[src/rtl/chan_demux_pkg.sv]
// chan_demux_pkg: shared occupancy type and saturating counter helper for chan_demux.
package chan_demux_pkg;
  typedef enum logic [1:0] {OCC_EMPTY = 2'd0, OCC_ONE = 2'd1, OCC_TWO = 2'd2} occ_t;
  localparam logic [15:0] CNT_MAX = 16'hFFFF;
  function automatic logic [15:0] sat_inc(input logic [15:0] v);
    return (v == CNT_MAX) ? v : v + 16'd1;
  endfunction
endpackage

[src/rtl/chan_demux_slot.sv]
// chan_demux_slot: 2-entry elastic buffer; head register doubles as the output word and holds after pop.
module chan_demux_slot
  import chan_demux_pkg::*;
#(
  parameter int WIDTH = 8
) (
  input  logic             clk,
  input  logic             rst,
  input  logic             push,
  input  logic [WIDTH-1:0] push_data,
  input  logic             pop,
  output logic             full,
  output logic             valid,
  output logic [WIDTH-1:0] head_data
);
  occ_t             occ_q;
  logic [WIDTH-1:0] head_q, tail_q;
  logic             valid_q, full_q;
  always_ff @(posedge clk or posedge rst) begin
    if (rst) begin
      occ_q   <= OCC_EMPTY;
      head_q  <= '0;
      tail_q  <= '0;
      valid_q <= 1'b0;
      full_q  <= 1'b0;
    end else begin
      case (occ_q)
        OCC_EMPTY: if (push) begin
          occ_q   <= OCC_ONE;
          head_q  <= push_data;
          valid_q <= 1'b1;
        end
        OCC_ONE: if (push && pop) head_q <= push_data;
        else if (push) begin
          occ_q  <= OCC_TWO;
          tail_q <= push_data;
          full_q <= 1'b1;
        end else if (pop) begin
          occ_q   <= OCC_EMPTY;
          valid_q <= 1'b0;
        end
        OCC_TWO: if (pop) begin
          occ_q  <= OCC_ONE;
          head_q <= tail_q;
          full_q <= 1'b0;
        end
        default: begin
          occ_q   <= OCC_EMPTY;
          valid_q <= 1'b0;
          full_q  <= 1'b0;
        end
      endcase
    end
  end
  assign full      = full_q;
  assign valid     = valid_q;
  assign head_data = head_q;
endmodule

[src/rtl/chan_demux.sv]
// chan_demux: 1-to-NCHAN stream demux with per-channel 2-entry buffers and drop counter.
// Defining CHAN_DEMUX_STATS_EN adds stat_count, a saturating per-channel output-transfer counter.
module chan_demux
  import chan_demux_pkg::*;
#(
  parameter int WIDTH = 8,
  parameter int NCHAN = 4,
  parameter int CHW   = (NCHAN > 1) ? $clog2(NCHAN) : 1
) (
  input  logic                   clk,
  input  logic                   rst,
  input  logic                   in_valid,
  output logic                   in_ready,
  input  logic [CHW-1:0]         in_chan,
  input  logic [WIDTH-1:0]       in_data,
  output logic [NCHAN-1:0]       out_valid,
  input  logic [NCHAN-1:0]       out_ready,
  output logic [NCHAN*WIDTH-1:0] out_data,
  output logic [15:0]            drop_count
`ifdef CHAN_DEMUX_STATS_EN
  ,
  output logic [NCHAN*16-1:0]    stat_count
`endif
);
  localparam int NPAD = 1 << CHW;
  logic [NCHAN-1:0] full, push, pop;
  logic [NPAD-1:0]  full_x;
  logic             bad, accept;
  logic [15:0]      drop_q;
  // Tags past NCHAN are always accepted so a bad producer can never stall the bus.
  assign bad = {1'b0, in_chan} >= (CHW+1)'(NCHAN);
  always_comb begin
    full_x             = '0;
    full_x[NCHAN-1:0] = full;
  end
  assign in_ready = bad || !full_x[in_chan];
  assign accept   = in_valid && in_ready;
  assign pop      = out_valid & out_ready;
  for (genvar k = 0; k < NCHAN; k++) begin : g_ch
    assign push[k] = accept && !bad && (in_chan == CHW'(k));
    chan_demux_slot #(.WIDTH(WIDTH)) u_slot (
      .clk       (clk),
      .rst       (rst),
      .push      (push[k]),
      .push_data (in_data),
      .pop       (pop[k]),
      .full      (full[k]),
      .valid     (out_valid[k]),
      .head_data (out_data[k*WIDTH +: WIDTH])
    );
`ifdef CHAN_DEMUX_STATS_EN
    logic [15:0] stat_q;
    always_ff @(posedge clk or posedge rst) begin
      if (rst) stat_q <= '0;
      else if (pop[k]) stat_q <= sat_inc(stat_q);
    end
    assign stat_count[k*16 +: 16] = stat_q;
`endif
  end
  always_ff @(posedge clk or posedge rst) begin
    if (rst) drop_q <= '0;
    else if (accept && bad) drop_q <= sat_inc(drop_q);
  end
  assign drop_count = drop_q;
endmodule

[config.mk]
export PLATFORM = sky130hd
export DESIGN_NAME = chan_demux
export DESIGN_NICKNAME = d
export VERILOG_FILES = /design/src/rtl/chan_demux_pkg.sv /design/src/rtl/chan_demux_slot.sv /design/src/rtl/chan_demux.sv
export SDC_FILE = /design/constraint.sdc
export NUM_CORES = 1
export LEC_CHECK = 0
export CORE_MARGIN = 5
export CORE_UTILIZATION = 56
export CTS_CLUSTER_SIZE = 24
export DETAILED_ROUTE_END_ITERATION = 12
export GPL_ROUTABILITY_DRIVEN = 0
export GPL_TIMING_DRIVEN = 0
export PLACE_DENSITY_LB_ADDON = 0.1
export SYNTH_ARGS = -nofsm -noshare
export SYNTH_HDL_FRONTEND = slang
export SYNTH_SLANG_ARGS = --single-unit
export TNS_END_PERCENT = 20
[constraint.sdc]
create_clock -name clk -period 5.3 [get_ports clk]
set_input_delay 1.59 -clock clk [delete_from_list [all_inputs] [get_ports clk]]
set_output_delay 1.59 -clock clk [all_outputs]
set_load 0.05 [all_outputs]
[Word level (Yosys, flattened, before mapping)]
Index checks and enable logic that the tools add are counted.
Widths: inputs -> output; s select.
Word-level totals
  register bits: 80
  bits in latches: 0
  bits in writable memories: 0
  bits in read-only memories: 0
  input port bits: 17
  word-level logic and storage cells: 186
  memories: 0
Operators by class
  add/sub/neg operators: 0
  multipliers: 0
  divide/modulo/power cells: 0
  magnitude comparators: 1
  eq/ne operators: 43
  shift-type cells: 0
  multiplexer cells: 70
  bitwise operators: 13
  reductions and logical operators: 39
Operator list (number)
  $mux 8: 12
  $pmux 8 s3: 4
  $reduce_and 4->1: 12
  $mux 2: 20
  $ne 2x2->1 const B: 16
  $ne 2x1->1 const B: 12
  $pmux 1 s3: 8
  $pmux 2 s3: 4
  $mux 1: 21
  $reduce_and 5->1: 4
  $eq 2x2->1 const B: 6
  $ne 3x2->1 const B: 4
  $not 1->1: 12
  $reduce_and 3->1: 4
  $reduce_bool 3->1: 4
  $eq 2x1->1 const B: 5
  $logic_not 2->1: 5
  $logic_and 1x1->1: 9
  $and 4x4->4: 1
  $lt 2x3->1 const B: 1
  $bmux 1 s2: 1
  $logic_not 1->1: 1

[Logic depth before layout (Yosys ltp)]
  word-level depth: 8
  gate-level depth with buffers: 5

[Cells and area by module]
From an unflattened synthesis, not the netlist that was laid out.
Second synthesis, totals
  cells, all modules: 300
  area total of the unflattened synthesis: 4206.5 um2
Modules (own cells, without submodules)
  chan_demux_slot: instances 4, cells each 68, area an instance 998.5 um2, sequential area each 500.5 um2
  chan_demux: instances 1, cells each 28, area an instance 212.7 um2, sequential area each 0.0 um2

[Least setup slack after synthesis]
No wires, ideal clock.
  path kind: input port to output port
  from: input in_chan[0]
  to: output in_ready
  arrival time: 2.568 ns
  data required time: 3.710 ns
  setup slack: 1.142 ns
  cell stages on the path: 3
  cell sequence: clkbuf_2 mux4_2 inv_1
Between the ends
  cells in the longest elaborated chain, start to end: 3
Ends and longest elaborated chain
  from (decl): RTL line chan_demux.sv:14  | input logic [CHW-1:0] in_chan,
  $bmux 1 s2: RTL line chan_demux.sv:36  | assign in_ready = bad || !full_x[in_chan];
  $mux 1 (not written as such): RTL line chan_demux.sv:36
  $logic_not 1->1: RTL line chan_demux.sv:36
  to (decl): RTL line chan_demux.sv:13  | output logic in_ready,
No other way between the ends. The select of a mux whose other input is x is not followed.

[Final worst setup path]
  from: input in_chan[1]
  to: output in_ready
The elaborated chain is that of the path after synthesis.

==> summary.txt <==
========================================================================================
Pin count of the biggest net entering global routing                                  53
Count of hold-fix buffers inserted at cts                                              0
RSZ-0062 raised after global routing                                                  no
Maximum clock skew at final layout                                              14.47 ps
CP peak stage delay                                                               800 ps
Core Rows                                                                             29
Maximum buffer depth of the clock tree                                                 2
Area growth syn-to-layout                                                         24.09%
Sequential group share of total power                                              39.5%
Overall global routing resource usage                                             19.99%
Cell mode on critical path                                                  sky130_fd_sc_hd__clkdlybuf4s50_1
Vias in the first global route                                                      2606
Total number of nets in the final design                                             391
Global routing usage on met1                                                      27.24%
Register clock-pin slew on the reported worst setup and hold paths                 70 ps
Total half-perimeter wirelength after legalization and detailed placement        5452 µm
Maximum VDD drop                                                                354.7 µV
Pwr dens                                                                    488.2 nW/µm²
Time the worst path needs with I/O delays and setup                              5100 ps
Part of the power in the clock network                                             20.1%
Global-route wire length before repair                                          13340 µm
HP Start                                                                    g_ch[0].u_slot.tail_q[2]
Final Max Tran Viols                                                                   0
Leading cell types by total area after synthesis                            sky130_fd_sc_hd__dfrtp_1 (53%), sky130_fd_sc_hd__mux2_2 (9.6%), sky130_fd_sc_hd__o221a_2 (7.2%)
Biggest area consumer among synthesized cells                               sky130_fd_sc_hd__dfrtp_1
Number of cells on the worst hold path                                                 1
Number of buffers inserted during clock tree synthesis                                 9
Count of warnings emitted by yosys                                                     0
Synthesized instance count                                                           295
Worst-case hold slack                                                           503.0 ps
Internal power                                                                   1388 µW
Number of detailed-routing iterations run before antenna repair                        4
Number of storage elements in the synthesis netlist                                   80
Combinational fraction of design power                                             40.4%
Slowest cell on the critical path                                           sky130_fd_sc_hd__clkdlybuf4s50_1
Met3 global-route usage                                                           2.946%
Number of inserted filler cells in the final layout                                  498
Share of synthesized area occupied by flip-flops and latches                      53.17%
Overflow after GRT                                                                     0
Total Die Area                                                                  8463 µm²
Starting DRT DRC Count                                                               106
Critical-path cell list                                                     clkdlybuf4s50_1 -> mux4_2 -> inv_1 -> clkdlybuf4s50_1
Clock Latency Late Sink                                                           350 ps
Worst min path class                                                        register to register
TNS Setup                                                                           0 ps
Arrival time worst endpoint                                                      3510 ps
Worst reg2reg path endpoint                                                 g_ch[0].u_slot.tail_q[0]
Async S/R FF share, synth                                                         100.0%
Clock root buffer                                                           sky130_fd_sc_hd__clkbuf_8
CTS tree                                                                             yes
Critical path launch point type                                                input pin
Clk sinks                                                                             80
Initial core utilization                                                          58.29%
Final count of negative-setup-slack endpoints                                          0
Avg WL per Cell                                                                 17.58 µm
Switching part of the total power                                                 39.12%
R2R setup slack                                                                  3210 ps
Switching component of the power                                                892.4 µW
Static leakage                                                               0.002092 µW
Number of antenna violations at the first check in global routing                      0
Io pins                                                                               70
Path type of the worst setup path                                           input pin to output pin
Measured slew at the worst slew-check pin                                        1006 ps
Die width                                                                       92.00 µm
Number of endpoints with negative hold slack in the final report                       0
Post-route DRC violation count                                                         0
Input/output buffers                                                                  52
Average via count per standard cell                                                5.693
Max-Cap Viols                                                                          0
Post-synth cell types                                                                 37
Origin of the worst setup path                                                in_chan[1]
Synthesized area                                                                3765 µm²
Most congested layer reported by global routing                                     met2
Post-synth EDFFs                                                                       0
Post-cts resize count                                                                  0
Critical path capture point type                                              output pin
Core area                                                                       6459 µm²
Routed via count                                                                    2596
Final wirelength                                                                 8016 µm
Die extent in y                                                                 92.00 µm
Worst-path maximum fanout                                                              9
Depth of the CTS H-tree                                                                3
Worst reg2reg path startpoint                                               g_ch[0].u_slot.full
Antenna fix cells                                                                      0
Final Cycle Share                                                                 96.23%
Primary flip-flop cell chosen by synthesis mapping                          sky130_fd_sc_hd__dfrtp_1
Post-CTS Repair Setup Buffers                                                          0
Fraction of layout instances using a drive strength above 1                       36.15%
Worst endpoint required time                                                     3710 ps
Final antenna-violating net count                                                      0
Endpoint with the worst hold slack                                          g_ch[0].u_slot.tail_q[2]
Per-instance average area after synthesis                                      12.76 µm²
GR Layer Usage met2                                                               33.03%
Share of the synthesized area in the top cell type                                53.17%
Status                                                                      finished clean
FMAX                                                                          0.1961 GHz
Rel. slew slack                                                                   32.37%
Cell depth of the worst flop-to-flop path                                              4
========================================================================================
routing by layer:
metal  up-vias  part of all wire, %
met1      1305                   47
li1       1232                    -
met2        48                   48
met3        11                  3.7
met4         0                  1.4
met5         -                    0
cells in the final DEF (no fill, tap or decap), types with 5 or more instances in the layout:
master,n
sky130_fd_sc_hd__or2_2,32
sky130_fd_sc_hd__a21oi_1,12
sky130_fd_sc_hd__mux2_2,32
sky130_fd_sc_hd__mux2i_1,8
sky130_fd_sc_hd__inv_1,7
sky130_fd_sc_hd__buf_4,20
sky130_fd_sc_hd__nand4b_1,5
sky130_fd_sc_hd__clkbuf_8,10
sky130_fd_sc_hd__o221a_1,8
sky130_fd_sc_hd__clkdlybuf4s50_1,52
sky130_fd_sc_hd__o221a_2,24
sky130_fd_sc_hd__conb_1,16
sky130_fd_sc_hd__dfrtp_1,80
sky130_fd_sc_hd__nand3_1,5
sky130_fd_sc_hd__nand2b_1,7
worst max-delay path, delay by kind of cell:
| kind | cells | cell delay, ps |
|---|---|---|
| buffers and inverters | 3 | 1540 |
| muxes | 1 | 370 |
Yosys cell counts, drive strengths merged (4+ instances only):
cell,number
and2,4
clkbuf,5
or2,32
nand3,5
mux2,32
dfrtp,80
nand2b,7
o221a,32
buf,24
nand4b,5
a21boi,4
a21oi,12
inv,8
mux2i,8
o22ai,4
o21ai,4
o31ai,4
area by class of cell:
type,count,area [µm²],area share [%]
repair buffers,53,548.0,11.73
well taps,77,96.34,2.062
inverters,8,32.53,0.6963
flip-flops and latches,80,2002,42.85
multi-input cells,193,1599,34.23
clock buffers,10,137.6,2.946
plain buffers,29,190.2,4.071
clock inverters,6,66.31,1.419
state kept, by name, summed over array words and instances, names as in the netlist:
| name | count |
|---|---|
| g_ch.u_slot.valid | 4 |
| g_ch.u_slot.occ_q | 8 |
| g_ch.u_slot.full | 4 |
| g_ch.u_slot.tail_q | 32 |
| g_ch.u_slot.head_data | 32 |
worst max path at each step:
stage | to | slack, ps | depth (start not counted)
global placement | in_ready | 220 | 4
global route | in_ready | 150 | 4
floorplan | in_ready | 1140 | 3
CTS | in_ready | 190 | 4
finish | in_ready | 200 | 4
detailed placement | in_ready | 200 | 4
through the flow:
step	std cells	util (%)	worst slack (ps)	total power [µW]	instance area, µm²
after global placement	439	68.71	223.0	1815	4438
after floorplan	310	-	1142	1530	3821
after CTS	456	72.34	192.5	2296	4672
after global routing	456	72.34	146.9	2395	4672
after detailed placement	440	69.18	201.3	1838	4468
final	456	72.34	199.9	2281	4672
cells by family after synthesis:
logic type	Yosys count	synth area share, %
flip-flops	80	53.17
AO/OA/AOI/OAI	69	16.35
AND/OR/NAND/NOR	67	12.23
multiplexers	41	12.30
buffers and inverters	37	5.849
other	1	0.09961
power groups by stage:
| stage | registers, µW | logic [µW] | clock network [µW] |
|---|---|---|---|
| after floorplan | 1210 | 319 | 0 |
| after global routing | 924 | 973 | 498 |
| final | 900 | 922 | 458 |
| after global placement | 903 | 912 | 0 |
| after detailed placement | 907 | 931 | 0 |
| after CTS | 899 | 930 | 467 |
Power figures use the tool's default switching activity.
